$ cat config.mk
export PLATFORM = sky130hd
export DESIGN_NAME = ram_port_arbiter
export DESIGN_NICKNAME = d
export VERILOG_FILES = /design/src/rtl/ram_port_arbiter.sv
export SDC_FILE = /design/constraint.sdc
export NUM_CORES = 1
export LEC_CHECK = 0
export ABC_AREA = 0
export CAP_MARGIN = 40
export CORE_MARGIN = 8
export CORE_UTILIZATION = 34
export CTS_BUF_LIST = sky130_fd_sc_hd__clkbuf_8
export DETAILED_ROUTE_END_ITERATION = 12
export GPL_TIMING_DRIVEN = 0
export PLACE_DENSITY = 0.86
export SKIP_CTS_REPAIR_TIMING = 1
export SLEW_MARGIN = 20
export SYNTH_ARGS = -nofsm -noshare
export SYNTH_HDL_FRONTEND = slang
export SYNTH_SLANG_ARGS = --single-unit
$ cat constraint.sdc
create_clock -name clk -period 2.9 [get_ports clk]
set_input_delay 0.58 -clock clk [delete_from_list [all_inputs] [get_ports clk]]
set_output_delay 0.58 -clock clk [all_outputs]
set_load 0.005 [all_outputs]
$ cat src/rtl/ram_port_arbiter.sv
// ram_port_arbiter: grants one of two ports per cycle onto a single-port RAM and returns tagged read data.
// Define RAM_ARB_ROUND_ROBIN_EN for round-robin tie-break; otherwise port 1 has fixed priority.
module ram_port_arbiter #(
  parameter int ADDR_W     = 10,
  parameter int DATA_W     = 32,
  parameter int RD_LATENCY = 0
) (
  input  logic              clk,
  input  logic              rst,
  input  logic              p0_req,
  input  logic              p1_req,
  input  logic              p0_we,
  input  logic              p1_we,
  input  logic [ADDR_W-1:0] p0_addr,
  input  logic [ADDR_W-1:0] p1_addr,
  input  logic [DATA_W-1:0] p0_wdata,
  input  logic [DATA_W-1:0] p1_wdata,
  output logic              p0_gnt,
  output logic              p1_gnt,
  output logic              p0_rvalid,
  output logic              p1_rvalid,
  output logic [DATA_W-1:0] p0_rdata,
  output logic [DATA_W-1:0] p1_rdata,
  output logic [ADDR_W-1:0] ram_addr,
  output logic [DATA_W-1:0] ram_din,
  output logic              ram_we,
  output logic              ram_regce,
  input  logic [DATA_W-1:0] ram_dout
);
  logic w_sel1, w_gnt0, w_gnt1, w_rd;
  logic [1:0] w_tag_in, w_tag_out;
  logic r_rv0, r_rv1;
  logic [DATA_W-1:0] r_rd0, r_rd1;
`ifdef RAM_ARB_ROUND_ROBIN_EN
  logic r_last;
  // r_last=1 means port 1 was granted last, so port 0 wins the next conflict
  assign w_sel1 = p1_req & (~p0_req | ~r_last);
  always_ff @(posedge clk or posedge rst)
    if (rst) r_last <= 1'b1;
    else if (w_gnt0 | w_gnt1) r_last <= w_gnt1;
`else
  assign w_sel1 = p1_req;
`endif
  assign w_gnt1    = ~rst & w_sel1;
  assign w_gnt0    = ~rst & p0_req & ~w_sel1;
  assign p0_gnt    = w_gnt0;
  assign p1_gnt    = w_gnt1;
  assign ram_addr  = w_gnt1 ? p1_addr : p0_addr;
  assign ram_din   = w_gnt1 ? p1_wdata : p0_wdata;
  assign ram_we    = w_gnt1 ? p1_we : w_gnt0 & p0_we;
  assign ram_regce = ~rst;
  assign w_rd      = w_gnt1 ? ~p1_we : w_gnt0 & ~p0_we;
  assign w_tag_in  = {w_rd, w_gnt1};
  // tag = {valid, port}; the output register below is the last pipeline stage
  generate
    if (RD_LATENCY == 0) begin : g_l0
      assign w_tag_out = w_tag_in;
    end else begin : g_ln
      logic [1:0] r_tag [RD_LATENCY];
      always_ff @(posedge clk or posedge rst)
        if (rst) begin
          for (int i = 0; i < RD_LATENCY; i++) r_tag[i] <= '0;
        end else begin
          r_tag[0] <= w_tag_in;
          for (int i = 1; i < RD_LATENCY; i++) r_tag[i] <= r_tag[i-1];
        end
      assign w_tag_out = r_tag[RD_LATENCY-1];
    end
  endgenerate
  always_ff @(posedge clk or posedge rst)
    if (rst) begin
      r_rv0 <= 1'b0;
      r_rv1 <= 1'b0;
      r_rd0 <= '0;
      r_rd1 <= '0;
    end else begin
      r_rv0 <= w_tag_out[1] & ~w_tag_out[0];
      r_rv1 <= w_tag_out[1] & w_tag_out[0];
      if (w_tag_out[1] & ~w_tag_out[0]) r_rd0 <= ram_dout;
      if (w_tag_out[1] & w_tag_out[0]) r_rd1 <= ram_dout;
    end
  assign p0_rvalid = r_rv0;
  assign p1_rvalid = r_rv1;
  assign p0_rdata  = r_rd0;
  assign p1_rdata  = r_rd1;
endmodule
Word-level counts from Yosys, hierarchy flattened:

Cells that the tools add are included.

* add/sub/neg operators: 0
* $mul: 0
* divide/modulo/power cells: 0
* magnitude comparators: 0
* eq/ne operators: 0
* shifts and indexed selects: 0
* mux-type cells: 4
* bitwise logic cells: 12
* reduce and logical (&&, ||, !) cells: 0

Operators with widths (count)
* $mux W32: 1
* $mux W10: 1
* $and A1 B1 Y1: 7
* $not A1 Y1: 5
* $mux W1: 2

* register bits after elaboration: 66
* latch bits: 0
* bits in writable memories: 0
* ROM bits: 0
* output and inout port bits: 112
* logic and storage cells: 20
* memories kept: 0

Longest topological paths before layout:

Gate-level depths: netlist of the first run.

* word-level depth: 6
* gate-level depth with buffers: 4
* depth with buffers taken out: 2

Worst setup path before layout of the first run:

OpenSTA, ideal clock, no wires.

* kind: input port to output port
* start: in rst
* end: out ram_regce
* arrival time: 1.972 ns
* path slack: 0.348 ns
* cell stages on the path: 1
* path buffers: 0
* cell sequence: inv_1

* longest elaborated chain between the ends: 1

Ends and longest elaborated chain
* start, declared: RTL line 9 `input logic rst,`
* $not A1 Y1: RTL line 51 `assign ram_regce = ~rst;`
* end, declared: RTL line 27 `output logic ram_regce,`

No other way between the ends.

Final worst setup path of the first run:

* start: in p1_req
* end: out ram_din[8]

* longest elaborated chain between the ends: 2

Ends and longest elaborated chain
* start, declared: RTL line 11 `input logic p1_req,`
* $and A1 B1 Y1: RTL line 44 `assign w_gnt1 = ~rst & w_sel1;`
* $mux W32: RTL line 49 `assign ram_din = w_gnt1 ? p1_wdata : p0_wdata;`
* end, declared: RTL line 25 `output logic [DATA_W-1:0] ram_din,`

No other way between the ends.

==> flow_metrics.env, run 1 <==
export IMPL_area_delta_synth_final_pct=89.2
export IMPL_syn_area_per_cell_um2=15.8
export IMPL_startpoint_type="input port"
export IMPL_root_buffer="clkbuf_8"
export IMPL_relSlewSlack=0.657
export IMPL_synth_seq_area_share=0.548
export IMPL_chipHeight_um=110
export IMPL_cts_htree_levels=3
export IMPL_synth_area_leaders="dfrtp_1, mux2_2, buf_4"
export IMPL_powerDensity_nw_per_um2=519
export IMPL_cts_buffers=9
export IMPL_synthCells=191
export IMPL_vias_per_cell=4.70
export IMPL_synth_async_reset_ratio=1.00
export IMPL_first_pass_iters=4
export IMPL_wl_um=11700
export IMPL_clk_path_buf_depth=2
export IMPL_fin_worst_skew_ns=0
export IMPL_grt_pass1_wl_um=16700
export IMPL_grt_max_degree=40
export IMPL_final_min_clock_period_ns=2.83
export IMPL_cp_arrival_ns=2.25
export IMPL_synth_most_common_cell="mux2_2"
export IMPL_p_leak_nw=2.31
export IMPL_dp_hpwl_um=9700
export IMPL_setup_viol=0
export IMPL_grt_pass1_vias=2810
export IMPL_die_w_um=110
export IMPL_path_cells="dlymetal6s2s_1, nor2b_1, buf_2, buf_4, mux2_2, clkdlybuf4s50_1"
export IMPL_drc=0
export IMPL_ir_drop_v=0.000382
export IMPL_synth_edf_count=0
export IMPL_pre_cts_ws_ns=-0.330
export IMPL_fin_crit_sh=0.977
export IMPL_critPathCaptureType="output port"
export IMPL_grt_use_total=0.182
export IMPL_critPathTopFamily="buffers and inverters"
export IMPL_maxSlewViolCount=0
export IMPL_syn_area_um2=3010
export IMPL_crit_required_ns=2.32
export IMPL_antenna_left=0
export IMPL_ys_ff_latch=66
export IMPL_hold_class="in -> async"
export IMPL_synthTopCellsByCount="mux2_2, dfrtp_1, buf_4"
export IMPL_maxCapViolations=0
export IMPL_max_stage_delay_ns=0.49
export IMPL_synth_largest_area_cell="dfrtp_1"
export IMPL_cts_tree="yes"
export IMPL_ys_warn_count=0
export IMPL_fin_ws_ns=0.0663
export IMPL_place_gp_congestion=0.812
export IMPL_hold_viol_final=0
export IMPL_cpMaxStageDelayCell="clkdlybuf4s50_1"
export IMPL_synth_top_area_frac=0.548
export IMPL_final_layout_size_suffix_gt1_frac=0.305
export IMPL_initial_utilization=0.347
export IMPL_total_power_mw=2.96
export IMPL_worst_path_buf_inv=4
export IMPL_max_freq_mhz=353
export IMPL_coreArea_um2=8680
export IMPL_critPathMaxFanout=10
export IMPL_antenna_found_initial=1
export IMPL_dieArea_um2=12100
export IMPL_synthesis_nets=313
export IMPL_crit_type="in -> out"
export IMPL_synth_distinct_cells=14
export IMPL_drt_iter0_drc=106
export IMPL_clock_sinks=66
export IMPL_worstSkewPairLatency_ns=0.33
export IMPL_fillers=687
export IMPL_worstMarginPinSlew_ns=0.512
export IMPL_vias=2578
export IMPL_port_buffers=233
export IMPL_ys_flop_type="dfrtp_1"
export IMPL_rows=34
export IMPL_grt_overflow_total=0
export IMPL_clk_pin_slew_ns=0.07
export IMPL_rsz0062_at_grt="false"
export IMPL_wl_per_cell_um=21.4
export IMPL_final_nets=558
export IMPL_status="completed"
export IMPL_num_io_pins=234
[registers in the layout, summed over array words and instances (netlist names)]
name       cells
p1_rdata      32
p1_rvalid      1
p0_rvalid      1
p0_rdata      32
[where the power goes]
group | internal, mW | switching (mW)
sequential | 1.10 | 0.0963
clock | 0.432 | 0.323
combinational | 0.715 | 0.288
total | 2.25 | 0.707
[layout make-up]
class	instances	area [um^2]	area share
repair buffers	234	2360	0.413
clock buffers	11	151	0.0266
diodes	1	2.50	0.000439
flip-flops and latches	66	1650	0.290
well taps	108	135	0.0237
multi-input cells	113	1270	0.222
clock inverters	3	40.0	0.00702
plain buffers	11	91.3	0.0160
inverters	1	6.26	0.00110
[path summary, 6_finish.rpt]
| path | start | depth (start not counted) | slack, ns | endpoint |
|---|---|---|---|---|
| worst max-delay path | p1_req | 6 | 0.07 | ram_din[8] |
| worst max register to register | p0_rdata[25] | 1 | 2.12 | p0_rdata[25] |
| min in group clk | p0_rdata[1] | 1 | 0.50 | p0_rdata[1] |
| worst min-delay path | rst | 2 | 0.45 | p1_rdata[20] |
| worst min register to register | p0_rdata[1] | 1 | 0.50 | p0_rdata[1] |
| max in group asynchronous | rst | 3 | 1.91 | p0_rdata[5] |
[cells by family (layout without fill, tap and decap cells)]
| group | count (synthesis) | count (layout) | synth area share |
|---|---|---|---|
| AO/OA/AOI/OAI | 1 | 1 | 0.00166 |
| flip-flops | 66 | 66 | 0.548 |
| multiplexers | 106 | 106 | 0.396 |
| buffers and inverters | 12 | 260 | 0.0316 |
| AND/OR/NAND/NOR | 6 | 6 | 0.0224 |
| other | 0 | 1 | 0 |
[cell usage in the layout, fill, tap and decap left out]
master | Yosys | routed
clkdlybuf4s50_1 | 0 | 231
mux2_2 | 105 | 105
dfrtp_1 | 66 | 66
clkbuf_8 | 0 | 11
buf_4 | 7 | 7
buf_6 | 3 | 3
clkinv_2 | 0 | 2
dlymetal6s2s_1 | 0 | 2
diode_2 | 0 | 1
nor3b_4 | 1 | 1
nor4b_4 | 1 | 1
nor2b_1 | 1 | 1
buf_2 | 1 | 1
inv_4 | 0 | 1
nor3b_1 | 1 | 1
nand2_1 | 1 | 1
nand3b_1 | 1 | 1
a21oi_1 | 1 | 1
mux2_1 | 1 | 1
bufinv_16 | 0 | 1
buf_12 | 0 | 1
[layer usage]
layer,vias to the layer above,GRT usage,share of wire
met3,16,0.0616,0.10
met1,1260,0.184,0.34
met4,0,0.0676,0.021
li1,1177,-,-
met2,125,0.338,0.54
met5,-,0,0
[stage by stage]
stage / hold WS, ns / util / std cells / TNS [ns] / instance area (um^2)
floorplan: 0.483 / - / 191 / 0 / 3010
global placement: 0.471 / 0.631 / 532 / -55.39 / 5480
detailed placement: 0.493 / 0.634 / 533 / -11.25 / 5500
CTS: 0.509 / 0.656 / 547 / -11.65 / 5690
global route: 0.481 / 0.657 / 548 / 0 / 5700
finish: 0.447 / 0.657 / 548 / 0 / 5700
(Power assumes the default switching activity.)
==> run 2, diff against run 1 <==
--- a/config.mk
+++ b/config.mk
@@ -14,7 +14,6 @@
 export GPL_TIMING_DRIVEN = 0
 export PLACE_DENSITY = 0.86
 export SKIP_CTS_REPAIR_TIMING = 1
-export SLEW_MARGIN = 20
 export SYNTH_ARGS = -nofsm -noshare
 export SYNTH_HDL_FRONTEND = slang
 export SYNTH_SLANG_ARGS = --single-unit
==> flow_metrics.env, run 2 (synthesis gave the netlist of run 1 again) <==
export IMPL_startpoint_type="input port"
export IMPL_maxCapViolations=0
export IMPL_wl_met3_um=1150
export IMPL_fillers=692
export IMPL_worstMarginPinSlew_ns=0.632
export IMPL_port_buffers=233
export IMPL_cts_htree_levels=3
export IMPL_clk_pin_slew_ns=0.06
export IMPL_status="completed"
export IMPL_ir_drop_v=0.000382
export IMPL_post_route_util=0.656
export IMPL_place_gp_congestion=0.812
export IMPL_internal_power_mw=2.23
export IMPL_powerDensity_nw_per_um2=516
export IMPL_drc=0
export IMPL_dieArea_um2=12100
export IMPL_final_min_clock_period_ns=2.83
export IMPL_wl_met1_um=4060
export IMPL_cts_tree="yes"
export IMPL_setup_viol=0
export IMPL_dp_hpwl_um=9690
export IMPL_path_cells="dlymetal6s2s_1, nor2b_1, buf_2, buf_4, mux2_2, clkdlybuf4s50_1"
export IMPL_worst_path_buf_inv=4
export IMPL_switching_share=0.241
export IMPL_chipHeight_um=110
export IMPL_vias_per_cell=4.71
export IMPL_fin_worst_skew_ns=0
export IMPL_total_power_mw=2.94
export IMPL_multi_input_area_um2=1270
export IMPL_clock_sinks=66
export IMPL_crit_required_ns=2.32
export IMPL_critPathTopFamily="buffers and inverters"
export IMPL_cp_arrival_ns=2.25
export IMPL_die_w_um=110
export IMPL_maxSlewViolCount=0
export IMPL_pre_cts_ws_ns=-0.321
export IMPL_initial_utilization=0.347
export IMPL_wl_per_cell_um=21.4
export IMPL_grt_overflow_total=0
export IMPL_coreArea_um2=8680
export IMPL_grt_pass1_vias=2791
export IMPL_clk_path_buf_depth=2
export IMPL_clkPwrFrac=0.250
export IMPL_fin_crit_sh=0.976
export IMPL_drt_iter0_drc=95
export IMPL_num_io_pins=234
export IMPL_grt_pass1_wl_um=16600
export IMPL_grt_use_total=0.181
export IMPL_hold_class="reg -> reg"
export IMPL_max_stage_delay_ns=0.50
export IMPL_switching_power_uw=709
export IMPL_vias=2580
export IMPL_seqCellArea_um2=1650
export IMPL_rows=34
export IMPL_final_layout_size_suffix_gt1_frac=0.302
export IMPL_hold_viol_final=0
export IMPL_highest_layer="met4"
export IMPL_combinationalPowerShare=0.341
export IMPL_num_antenna_cells=0
export IMPL_final_cell_mix="clkdlybuf4s50_1, mux2_2, dfrtp_1"
export IMPL_antenna_left=0
export IMPL_fin_ws_ns=0.0708
export IMPL_antenna_found_initial=0
export IMPL_cts_buffers=9
export IMPL_wl_um=11700
export IMPL_final_common_cell="clkdlybuf4s50_1"
export IMPL_area_delta_synth_final_pct=88.9
export IMPL_critPathCaptureType="output port"
export IMPL_whs_ns=0.505
export IMPL_tns_ns=0
export IMPL_critPathMaxFanout=10
export IMPL_first_pass_iters=3
export IMPL_max_freq_mhz=353
export IMPL_worstSkewPairLatency_ns=0.33
export IMPL_p_leak_nw=2.31
export IMPL_seq_power_share=0.409
export IMPL_cpMaxStageDelayCell="clkdlybuf4s50_1"
export IMPL_grt_max_degree=40
export IMPL_wl_met2_um=6240
export IMPL_relSlewSlack=0.578
export IMPL_root_buffer="clkbuf_8"
export IMPL_final_nets=558
export IMPL_crit_type="in -> out"
export IMPL_rsz0062_at_grt="false"
==> run 2: cell count changes in the layout (fill, tap and decap cells not counted), sizes merged <==
cell,before,now
inv,1,3
clkbuf,11,10
diode,1,0
==> run 2: power by group through the flow <==
| stage | registers (mW) | clock network, mW | logic (mW) |
|---|---|---|---|
| after floorplan | 1.22 | 0 | 0.269 |
| after global placement | 1.20 | 0 | 0.996 |
| after detailed placement | 1.22 | 0 | 1.02 |
| after CTS | 1.20 | 0.753 | 1.02 |
| after global routing | 1.23 | 0.792 | 1.07 |
| final | 1.20 | 0.733 | 1.00 |
==> run 2: path summary, 6_finish.rpt <==
| check | start | endpoint | slack [ns] | depth (start not counted) |
|---|---|---|---|---|
| min in group asynchronous | rst | p1_rdata[26] | 0.53 | 2 |
| max in group asynchronous | rst | p0_rdata[5] | 1.74 | 3 |
| worst min register to register | p0_rdata[1] | p0_rdata[1] | 0.50 | 1 |
| worst min-delay path | p0_rdata[1] | p0_rdata[1] | 0.50 | 1 |
| worst max register to register | p0_rdata[25] | p0_rdata[25] | 2.12 | 1 |
| worst max-delay path | p1_req | ram_din[8] | 0.07 | 6 |
==> run 2: layout make-up <==
cell class,count,share of cell area
multi-input combinational,113,0.223
timing repair buffer,234,0.414
clock inverter,5,0.00836
buffer,11,0.0161
sequential,66,0.290
clock buffer,10,0.0242
tap,108,0.0237
inverter,1,0.000660
==> run 2: stage by stage <==
stage / area [um^2] / instances
floorplan: 3010 / 191
global placement: 5480 / 532
detailed placement: 5500 / 533
CTS: 5690 / 548
global route: 5690 / 548
finish: 5690 / 548
==> run 2: routing by layer <==
layer / GRT usage / vias up
met5: 0 / -
met4: 0.0628 / 0
met3: 0.0616 / 16
met2: 0.339 / 125
met1: 0.183 / 1263
li1: - / 1176
==> run 3, diff against run 2 <==
==> constraint.sdc (replaced) <==
create_clock -name clk -period 2.9 [get_ports clk]
set_input_delay 0.58 -clock clk [delete_from_list [all_inputs] [get_ports clk]]
set_output_delay 0.58 -clock clk [all_outputs]
set_load 0.01 [all_outputs]
==> flow_metrics.env, run 3 (synthesis gave the netlist of run 1 again) <==
export IMPL_drc=0
export IMPL_min_to="p0_rdata[1]"
export IMPL_clk_pin_slew_ns=0.06
export IMPL_ir_drop_v=0.000387
export IMPL_critPathCaptureType="output port"
export IMPL_seqCellArea_um2=1650
export IMPL_rsz0062_at_grt="false"
export IMPL_place_gp_congestion=0.812
export IMPL_dp_hpwl_um=9690
export IMPL_grt_pass1_wl_um=16600
export IMPL_antenna_left=0
export IMPL_hold_depth=1
export IMPL_root_buffer="clkbuf_8"
export IMPL_grt_use_total=0.181
export IMPL_worst_path_buf_inv=4
export IMPL_num_io_pins=234
export IMPL_rows=34
export IMPL_initial_utilization=0.347
export IMPL_grt_max_degree=40
export IMPL_startpoint_type="input port"
export IMPL_vias_per_cell=4.71
export IMPL_cpMaxStageDelayCell="clkdlybuf4s50_1"
export IMPL_area_delta_synth_final_pct=88.6
export IMPL_p_leak_nw=2.30
export IMPL_relSlewSlack=0.579
export IMPL_clock_sinks=66
export IMPL_cts_tree="yes"
export IMPL_max_stage_delay_ns=0.52
export IMPL_coreArea_um2=8680
export IMPL_cts_htree_levels=3
export IMPL_antenna_found_initial=0
export IMPL_worstSkewPairLatency_ns=0.33
export IMPL_hold_viol_final=0
export IMPL_r2r_setup_slack_ns=2.12
export IMPL_fillers=693
export IMPL_final_layout_size_suffix_gt1_frac=0.305
export IMPL_r2r_start="p0_rdata[25]"
export IMPL_maxSlewViolCount=0
export IMPL_fin_worst_skew_ns=0
export IMPL_max_freq_mhz=354
export IMPL_total_power_mw=3.03
export IMPL_crit_required_ns=2.32
export IMPL_final_nets=558
export IMPL_multi_input_area_um2=1270
export IMPL_worst_r2r_path_depth=1
export IMPL_chipHeight_um=110
export IMPL_first_pass_iters=3
export IMPL_clk_path_buf_depth=2
export IMPL_wl_per_cell_um=21.3
export IMPL_grt_pass1_vias=2791
export IMPL_maxCapViolations=0
export IMPL_vias=2580
export IMPL_wl_um=11700
export IMPL_port_buffers=233
export IMPL_post_route_util=0.655
export IMPL_final_min_clock_period_ns=2.83
export IMPL_r2r_end="p0_rdata[25]"
export IMPL_num_antenna_cells=0
export IMPL_cts_buffers=9
export IMPL_setup_viol=0
export IMPL_status="completed"
export IMPL_path_cells="dlymetal6s2s_1, nor2b_1, buf_2, buf_4, mux2_2, clkdlybuf4s50_1"
export IMPL_drt_iter0_drc=95
export IMPL_fin_cells=548
export IMPL_final_common_cell="clkdlybuf4s50_1"
export IMPL_cp_arrival_ns=2.25
export IMPL_final_cell_mix="clkdlybuf4s50_1, mux2_2, dfrtp_1"
export IMPL_dp_cells=533
export IMPL_powerDensity_nw_per_um2=533
export IMPL_hold_class="reg -> reg"
export IMPL_dieArea_um2=12100
export IMPL_grt_overflow_total=0
export IMPL_die_w_um=110
export IMPL_critPathTopFamily="buffers and inverters"
export IMPL_hp_start="p0_rdata[1]"
export IMPL_worstMarginPinSlew_ns=0.631
export IMPL_critPathMaxFanout=10
export IMPL_fin_crit_sh=0.975
export IMPL_crit_type="in -> out"
run 3: per-stage QoR:
stage	worst slack [ns]	area (um^2)	TNS [ns]	hold slack, ns
finish	0.0713	5680	0	0.505
global route	0.0106	5680	0	0.525
CTS	-0.365	5690	-13.04	0.509
detailed placement	-0.351	5500	-12.34	0.493
global placement	-1.63	5480	-56.72	0.471
floorplan	0.319	3010	0	0.529
run 3: layout make-up:
| class | instances | area share |
|---|---|---|
| clock buffer | 10 | 0.0242 |
| buffer | 11 | 0.0161 |
| multi-input combinational | 113 | 0.223 |
| timing repair buffer | 234 | 0.413 |
| inverter | 1 | 0.000661 |
| clock inverter | 5 | 0.00837 |
| tap | 108 | 0.0238 |
| sequential | 66 | 0.291 |
run 3: report_power, final:
group | internal [mW] | switching, mW
sequential | 1.10 | 0.0957
clock | 0.407 | 0.326
combinational | 0.716 | 0.378
total | 2.23 | 0.800
run 3: worst max-delay path by stage:
| stage | slack, ns | end | start | cells past startpoint |
|---|---|---|---|---|
| CTS | -0.37 | ram_din[8] | p1_req | 6 |
| finish | 0.07 | ram_din[8] | rst | 6 |
| floorplan | 0.32 | ram_regce | rst | 1 |
| global route | 0.01 | ram_din[8] | rst | 6 |
| global placement | -1.63 | ram_regce | rst | 3 |
| detailed placement | -0.35 | ram_din[8] | p1_req | 6 |
run 3: layer usage:
layer / part of all wire / global-route usage / up-vias
met3: 0.098 / 0.0616 / 16
li1: - / - / 1176
met5: 0 / 0 / -
met4: 0.021 / 0.0628 / 0
met2: 0.53 / 0.339 / 125
met1: 0.35 / 0.183 / 1263
